--- src/rtl/clmul_arbiter.sv ---
// Two-requester round-robin arbiter sharing one Karatsuba carry-less multiplier.
// Optional GF(2^K) reduction modulo POLY when CLMUL_REDUCE_EN is defined.
module clmul_arbiter #(
  parameter int unsigned K    = 8,
  parameter int unsigned LAT  = 2,
  parameter logic [K:0]  POLY = 9'h11B
) (
  input  logic           clk,
  input  logic           rst_n,
  input  logic           req0_valid,
  input  logic [K-1:0]   req0_a,
  input  logic [K-1:0]   req0_b,
  output logic           req0_ready,
  input  logic           req1_valid,
  input  logic [K-1:0]   req1_a,
  input  logic [K-1:0]   req1_b,
  output logic           req1_ready,
  output logic           rsp_valid,
  input  logic           rsp_ready,
  output logic           rsp_id,
  output logic [2*K-1:0] rsp_data
);

  typedef enum logic [1:0] {IDLE, BUSY, DONE} state_t;

  state_t         state_q, state_d;
  logic           rr_q, rr_d;
  logic [2:0]     cnt_q, cnt_d;
  logic [K-1:0]   a_q, a_d, b_q, b_d;
  logic           id_q, id_d;
  logic           rsp_valid_q, rsp_valid_d;
  logic           rsp_id_q, rsp_id_d;
  logic [2*K-1:0] rsp_data_q, rsp_data_d;
  logic           gnt, accept;
  logic [2*K-1:0] prod, result;

  if (K == 0 || LAT < 1 || LAT > 4 || POLY[K] != 1'b1) begin : g_bad_param
    $error("clmul_arbiter: illegal parameter combination");
  end

  function automatic logic [2*K-1:0] clmul_k(input logic [K-1:0] x, input logic [K-1:0] y);
    logic [2*K-1:0] acc;
    acc = '0;
    for (int unsigned i = 0; i < K; i++) begin
      if (x[i]) acc = acc ^ ({{K{1'b0}}, y} << i);
    end
    return acc;
  endfunction

  // One Karatsuba level: three half-size products instead of four.
  if (K == 1) begin : g_bit
    assign prod = {1'b0, a_q[0] & b_q[0]};
  end else begin : g_kara
    localparam int unsigned L = K / 2;
    logic [K-1:0]   a0, a1, b0, b1;
    logic [2*K-1:0] p0, p1, p2;
    assign a0 = K'(a_q[L-1:0]);
    assign a1 = K'(a_q[K-1:L]);
    assign b0 = K'(b_q[L-1:0]);
    assign b1 = K'(b_q[K-1:L]);
    assign p0 = clmul_k(a0, b0);
    assign p2 = clmul_k(a1, b1);
    assign p1 = clmul_k(a0 ^ a1, b0 ^ b1);
    assign prod = (p2 << (2 * L)) ^ ((p1 ^ p0 ^ p2) << L) ^ p0;
  end

`ifdef CLMUL_REDUCE_EN
  function automatic logic [K-1:0] gf_reduce(input logic [2*K-1:0] p);
    logic [2*K-1:0] r;
    int unsigned    j;
    r = p;
    for (int unsigned n = 0; n < K; n++) begin
      j = 2 * K - 1 - n;
      if (r[j]) r = r ^ ((2 * K)'(POLY) << (j - K));
    end
    return r[K-1:0];
  endfunction

  assign result = {{K{1'b0}}, gf_reduce(prod)};
`else
  assign result = prod;
`endif

  always_comb begin
    state_d     = state_q;
    rr_d        = rr_q;
    cnt_d       = cnt_q;
    a_d         = a_q;
    b_d         = b_q;
    id_d        = id_q;
    rsp_valid_d = rsp_valid_q;
    rsp_id_d    = rsp_id_q;
    rsp_data_d  = rsp_data_q;
    gnt         = 1'b0;
    accept      = 1'b0;
    req0_ready  = 1'b0;
    req1_ready  = 1'b0;
    case (state_q)
      IDLE: begin
        // Tie goes to the requester not granted last; a lone requester always wins.
        if (req0_valid && req1_valid) gnt = ~rr_q;
        else                          gnt = req1_valid;
        accept     = req0_valid | req1_valid;
        req0_ready = accept & ~gnt;
        req1_ready = accept & gnt;
        if (accept) begin
          a_d     = gnt ? req1_a : req0_a;
          b_d     = gnt ? req1_b : req0_b;
          id_d    = gnt;
          rr_d    = gnt;
          cnt_d   = 3'(LAT - 1);
          state_d = BUSY;
        end
      end
      BUSY: begin
        if (cnt_q == '0) begin
          state_d     = DONE;
          rsp_valid_d = 1'b1;
          rsp_id_d    = id_q;
          rsp_data_d  = result;
        end else begin
          cnt_d = cnt_q - 3'd1;
        end
      end
      DONE: begin
        if (rsp_ready) begin
          state_d     = IDLE;
          rsp_valid_d = 1'b0;
        end
      end
      default: state_d = IDLE;
    endcase
  end

  always_ff @(posedge clk or negedge rst_n) begin
    if (!rst_n) begin
      state_q     <= IDLE;
      rr_q        <= 1'b1;
      cnt_q       <= '0;
      a_q         <= '0;
      b_q         <= '0;
      id_q        <= 1'b0;
      rsp_valid_q <= 1'b0;
      rsp_id_q    <= 1'b0;
      rsp_data_q  <= '0;
    end else begin
      state_q     <= state_d;
      rr_q        <= rr_d;
      cnt_q       <= cnt_d;
      a_q         <= a_d;
      b_q         <= b_d;
      id_q        <= id_d;
      rsp_valid_q <= rsp_valid_d;
      rsp_id_q    <= rsp_id_d;
      rsp_data_q  <= rsp_data_d;
    end
  end

  assign rsp_valid = rsp_valid_q;
  assign rsp_id    = rsp_id_q;
  assign rsp_data  = rsp_data_q;

endmodule

--- config.mk ---
export PLATFORM = sky130hd
export DESIGN_NAME = clmul_arbiter
export DESIGN_NICKNAME = d
export VERILOG_FILES = /design/src/rtl/clmul_arbiter.sv
export SDC_FILE = /design/constraint.sdc
export NUM_CORES = 1
export LEC_CHECK = 0
export ABC_CLOCK_PERIOD_IN_PS = 1800
export BUFFER_PORTS_ARGS = -buffer_cell sky130_fd_sc_hd__buf_2
export CAP_MARGIN = 30
export CORE_ASPECT_RATIO = 0.8
export CORE_MARGIN = 3
export CORE_UTILIZATION = 54
export CTS_CLUSTER_SIZE = 10
export DETAILED_ROUTE_END_ITERATION = 6
export HOLD_SLACK_MARGIN = 0.15
export PLACE_DENSITY_LB_ADDON = 0.1
export SETUP_SLACK_MARGIN = 0.02
export SLEW_MARGIN = 0
export SYNTH_ARGS = -nofsm -noshare
export SYNTH_HDL_FRONTEND = slang
export SYNTH_SLANG_ARGS = --single-unit
--- constraint.sdc ---
create_clock -name clk -period 1.8 [get_ports clk]
set_input_delay 0.36 -clock clk [delete_from_list [all_inputs] [get_ports clk]]
set_output_delay 0.36 -clock clk [all_outputs]
set_load 0.05 [all_outputs]
* After elaboration in Yosys (flattened, before gate mapping)
Index checks and enable logic that the tools add are counted.
Storage, ports and cells: flip-flop bits (word level) 41, output and inout bits 20, word-level logic and storage cells 82
Cells by class: add/subtract/negate cells 1, eq/ne operators 6, mux-type cells 32, bitwise operators 24, reductions and logical operators 10
Operators with widths (count):
- $mux W12 | 8
- $mux W16 | 3
- $mux W8 | 4
- $xor A16 B16 Y16 | 2
- $xor A12 B12 Y12 | 2
- $xor A12 B7 Y12 | 2
- $xor A16 B6 Y16 | 1
- $xor A16 B7 Y16 | 1
- $xor A12 B10 Y12 | 1
- $xor A12 B11 Y12 | 1
- $xor A12 B8 Y12 | 1
- $xor A12 B9 Y12 | 1
- $xor A4 B5 Y5 | 2
- $reduce_and A3 Y1 | 3
- $mux W4 | 2
- $ne A2 B2 Y1 const B | 4
- $xor A4 B4 Y4 | 2
- $xor A8 B5 Y8 | 1
- $xor A8 B6 Y8 | 1
- $mux W1 | 6
- $mux W2 | 3
- $mux W3 | 2
- $pmux W2 S3 | 1
- $pmux W3 S2 | 1
- other kinds (14) | 18

* Depth between registers and ports, before layout
word-level depth 20, depth in mapped cells 8, mapped depth without buffers 6

* Worst setup path after synthesis
No wires, ideal clock.
path kind input-to-output, start point input port req1_valid, end point output port req1_ready, arrival time 1238 ps, slack 202 ps, cell stages on the path 4, buffers on the path 2, cell sequence a21boi_2 and2_1 clkbuf_1 buf_4
Between the ends: cells in the longest elaborated chain, start to end 5, elaborated cells on any way between the ends 6, classes of those cells mux: 3; bitwise: 2; reduce/logical: 1
Ends and longest elaborated chain:
- start, declared | line 14 | input logic req1_valid,
- $logic_and A1 B1 Y1 | line 101 | if (req0_valid && req1_valid) gnt = ~rr_q;
- $mux W1 | line 101
- $mux W1 | line 98 | case (state_q)
- $and A1 B1 Y1 * | line 105 | req1_ready = accept & gnt;
- $mux W1 * | line 98
- end, declared | line 17 | output logic req1_ready,
Mark *: on every way between the ends. The rest lies on a longest branch, timed or not. The select of a mux whose other input is x is not followed.

* Worst setup path after layout
start point register state_q[0], end point output port req0_ready
Between the ends: cells in the longest elaborated chain, start to end 2
Ends and longest elaborated chain:
- start, declared | line 26 | state_t state_q, state_d;
- start signal, assigned | line 147 | state_q <= state_d;
- $logic_not A2 Y1 | line 98
- $mux W1 | line 98
- end, declared | line 13 | output logic req0_ready,
No other way between the ends.

==> flow_metrics.tcl <==
set metrics [dict create \
    cpMaxStageDelayCell "dfrtp_1" \
    cts_sinks 40 \
    min_period_ns 1.69 \
    worstHoldPathType "in -> reg" \
    crit_arrival_ns 1.33 \
    port_buffers 55 \
    final_hold_viol_count 0 \
    clk_path_buf_depth 2 \
    critPathMaxStageDelay_ns 0.42 \
    drive_gt1_share_pct 25.1 \
    dpl.cell_count 391 \
    die_area_um2 5480 \
    hpwl_mm 3.99 \
    cts_buffers 5 \
    critPathRequiredTime_ns 1.44 \
    gr-total-overflow 0 \
    yosysWarnings 0 \
    setup_tns_ns 0 \
    crit_path_start_kind "flip-flop" \
    setup_viol 0 \
    cp_common_cell "nor2_2" \
    cts.htree.levels 2 \
    synth.distinct_cells 33 \
    nets 381 \
    finClkSkew_ns 0.0129 \
    clkLatencyLatePin_ns 0.30 \
    ant_nets 0 \
    hold_depth 3 \
    crit_chain "nor2_2, o21ai_1, nor2_2, buf_6" \
    viasPerCell 5.00 \
    grt_pass1_vias 1949 \
    synth_area_per_cell_um2 8.46 \
    cts_root_buffer "clkbuf_8" \
    rows 21 \
    crit_path_end_kind "output pin" \
    coreArea_um2 4310 \
    status "finished, final reports clean" \
    track_usage_pct 21.9 \
    crit_type "reg -> out" \
    worstRegToRegCells 6 \
    antennaDiodeCount 0 \
    crit_fanout 4 \
    io_pins 57 \
    die_y_um 66.8 \
    drtPass1Iterations 4 \
    ys_ff_latch 40 \
    cts_tree "done" \
    drt_iter0_markers 150 \
    die_x_um 82.0 \
    clkSlewWorstSetupHoldPaths_ns 0.08 \
    seq_area_um2 1010 \
    place_congestion 0.976 \
    synth.cell_area_um2 2490 \
    antenna_found_initial 0 \
    ys_seq_area_share_pct 40.2 \
    synth_nets 334 \
    netlist_instances 295 \
    multi_input_area_um2 1320 \
    area_growth_pct 15.3 \
    vias 2000 \
    drt_wl_total_mm 5.15 \
    fmax_ghz 0.591 \
    fillers 391 \
    fin_crit_sh_pct 94.0 \
    maxSlewViolCount 0 \
    fin_cells 400 \
    wl_per_cell_um 12.9 \
    grt_max_degree 30 \
    initial_core_util_pct 57.9 \
    rsz0062_at_grt "yes" \
    grt_pass1_wl_mm 8.97 \
    max_cap_violations 0 \
    drc 0 \
]
[worst paths after layout]
kind	start	to	slack, ns
setup / recovery	state_q[0]	req0_ready	0.11
hold / removal	req0_b[1]	b_q[1]	0.28
setup reg to reg	a_q[1]	rsp_data[6]	0.19
hold reg to reg	rsp_data[10]	rsp_data[10]	0.47
max in group asynchronous	rst_n	rr_q	0.71
min in group asynchronous	rst_n	rsp_data[1]	0.54
[cell usage in the layout, fill, tap and decap left out, drive strengths merged]
| master | n |
|---|---|
| clkinv | 1 |
| clkinvlp | 1 |
| nor2 | 17 |
| a31oi | 3 |
| xnor2 | 38 |
| nor2b | 2 |
| o31ai | 2 |
| ha | 2 |
| or2b | 1 |
| mux2i | 3 |
| nand2b | 5 |
| a21boi | 1 |
| xor2 | 13 |
| nand2 | 90 |
| o21ai | 21 |
| a21o | 2 |
| nand3 | 2 |
| dfstp | 1 |
| clkbuf | 6 |
| a22oi | 14 |
| and2 | 1 |
| nand3b | 3 |
| mux2 | 1 |
| inv | 5 |
| conb | 1 |
| nor3 | 1 |
| buf | 64 |
| a21oi | 2 |
| dfrtp | 39 |
| dlygate4sd3 | 1 |
[final cells by class]
cell class                 count  share of cell area [%]
clock inverter                 2                   0.435
timing repair buffer          65                    13.0
inverter                       5                   0.652
sequential                    40                    35.1
clock buffer                   6                    2.52
tap                           57                    2.48
multi-input combinational    225                    45.8
[logic make-up after synthesis]
group	after synthesis	share of synthesized area [%]
flip-flops	40	40.2
buffers and inverters	30	7.27
AND/OR/NAND/NOR	122	20.3
other	1	0.150
adder cells (fa/ha/maj)	2	1.00
multiplexers	4	1.65
XOR/XNOR	51	18.2
AO/OA/AOI/OAI	45	11.2
[cells in the mapped netlist]
library cell | n | area share [%]
nand2_1 | 88 | 13
nor2_1 | 17 | 2.6
o31ai_1 | 2 | 0.60
buf_4 | 13 | 3.9
conb_1 | 1 | 0.15
mux2_2 | 1 | 0.45
ha_1 | 2 | 1.0
nand3_1 | 2 | 0.40
xor2_1 | 13 | 4.6
a21oi_1 | 2 | 0.40
a22oi_1 | 14 | 4.2
clkbuf_1 | 6 | 0.90
buf_2 | 4 | 0.80
buf_6 | 2 | 0.90
mux2i_1 | 3 | 1.2
and2_1 | 1 | 0.25
o21ai_1 | 6 | 1.2
xnor2_2 | 1 | 0.65
or2b_1 | 1 | 0.30
nand2_2 | 1 | 0.25
nand3b_1 | 3 | 0.90
a21boi_2 | 1 | 0.45
nand2_4 | 1 | 0.45
nor3_1 | 1 | 0.20
a31oi_1 | 3 | 0.75
xnor2_1 | 37 | 13
dfstp_2 | 1 | 1.1
nand2b_1 | 5 | 1.3
o21ai_0 | 15 | 3.0
nor2b_1 | 2 | 0.50
a21o_1 | 2 | 0.60
dfrtp_1 | 39 | 39
inv_1 | 5 | 0.75
[metrics by stage]
stage,area (um^2),setup slack [ns],hold slack [ns],util (%)
6_report,2880,0.109,0.276,66.8
4_1_cts,2860,0.000418,0.267,66.3
5_1_grt,2880,0.0179,0.275,66.8
2_1_floorplan,2490,0.202,0.0644,-
3_3_place_gp,2760,0.219,0.343,64.0
3_5_place_dp,2760,0.163,0.339,64.0
[registers in the layout (all words and copies together), names as in the netlist]
signal	cells
rsp_valid	1
rsp_data	15
rsp_id	1
state_q	2
a_q	8
rr_q	1
cnt_q	3
b_q	8
id_q	1
[per-layer routing]
layer | share of wire (%) | global-route usage (%) | routed length, um
met2 | 43 | 33.3 | 2220
met5 | 0 | 0 | 0
met3 | 6.2 | 4.46 | 321
met4 | 1.4 | 6.85 | 70
met1 | 49 | 31.2 | 2540
[critical path, delay by kind of cell (launching register included)]
| kind | cells | cell delay [ns] |
|---|---|---|
| buf+inv | 1 | 0.18 |
| flops | 1 | 0.42 |
| compound gates | 1 | 0.11 |
| simple gates | 2 | 0.32 |
[what timing repair did]
item                                    in CTS  in global routing
setup buffers                                0                  0
gates cloned                                 0                  0
gates resized for setup                      2                 10
endpoints found under the setup margin       2                  5
hold endpoints to repair                    18                  0
hold buffers                                 1                  0
Power is not shown: default switching activity piles up to over one toggle a cycle in this logic, so the estimate is an artifact.
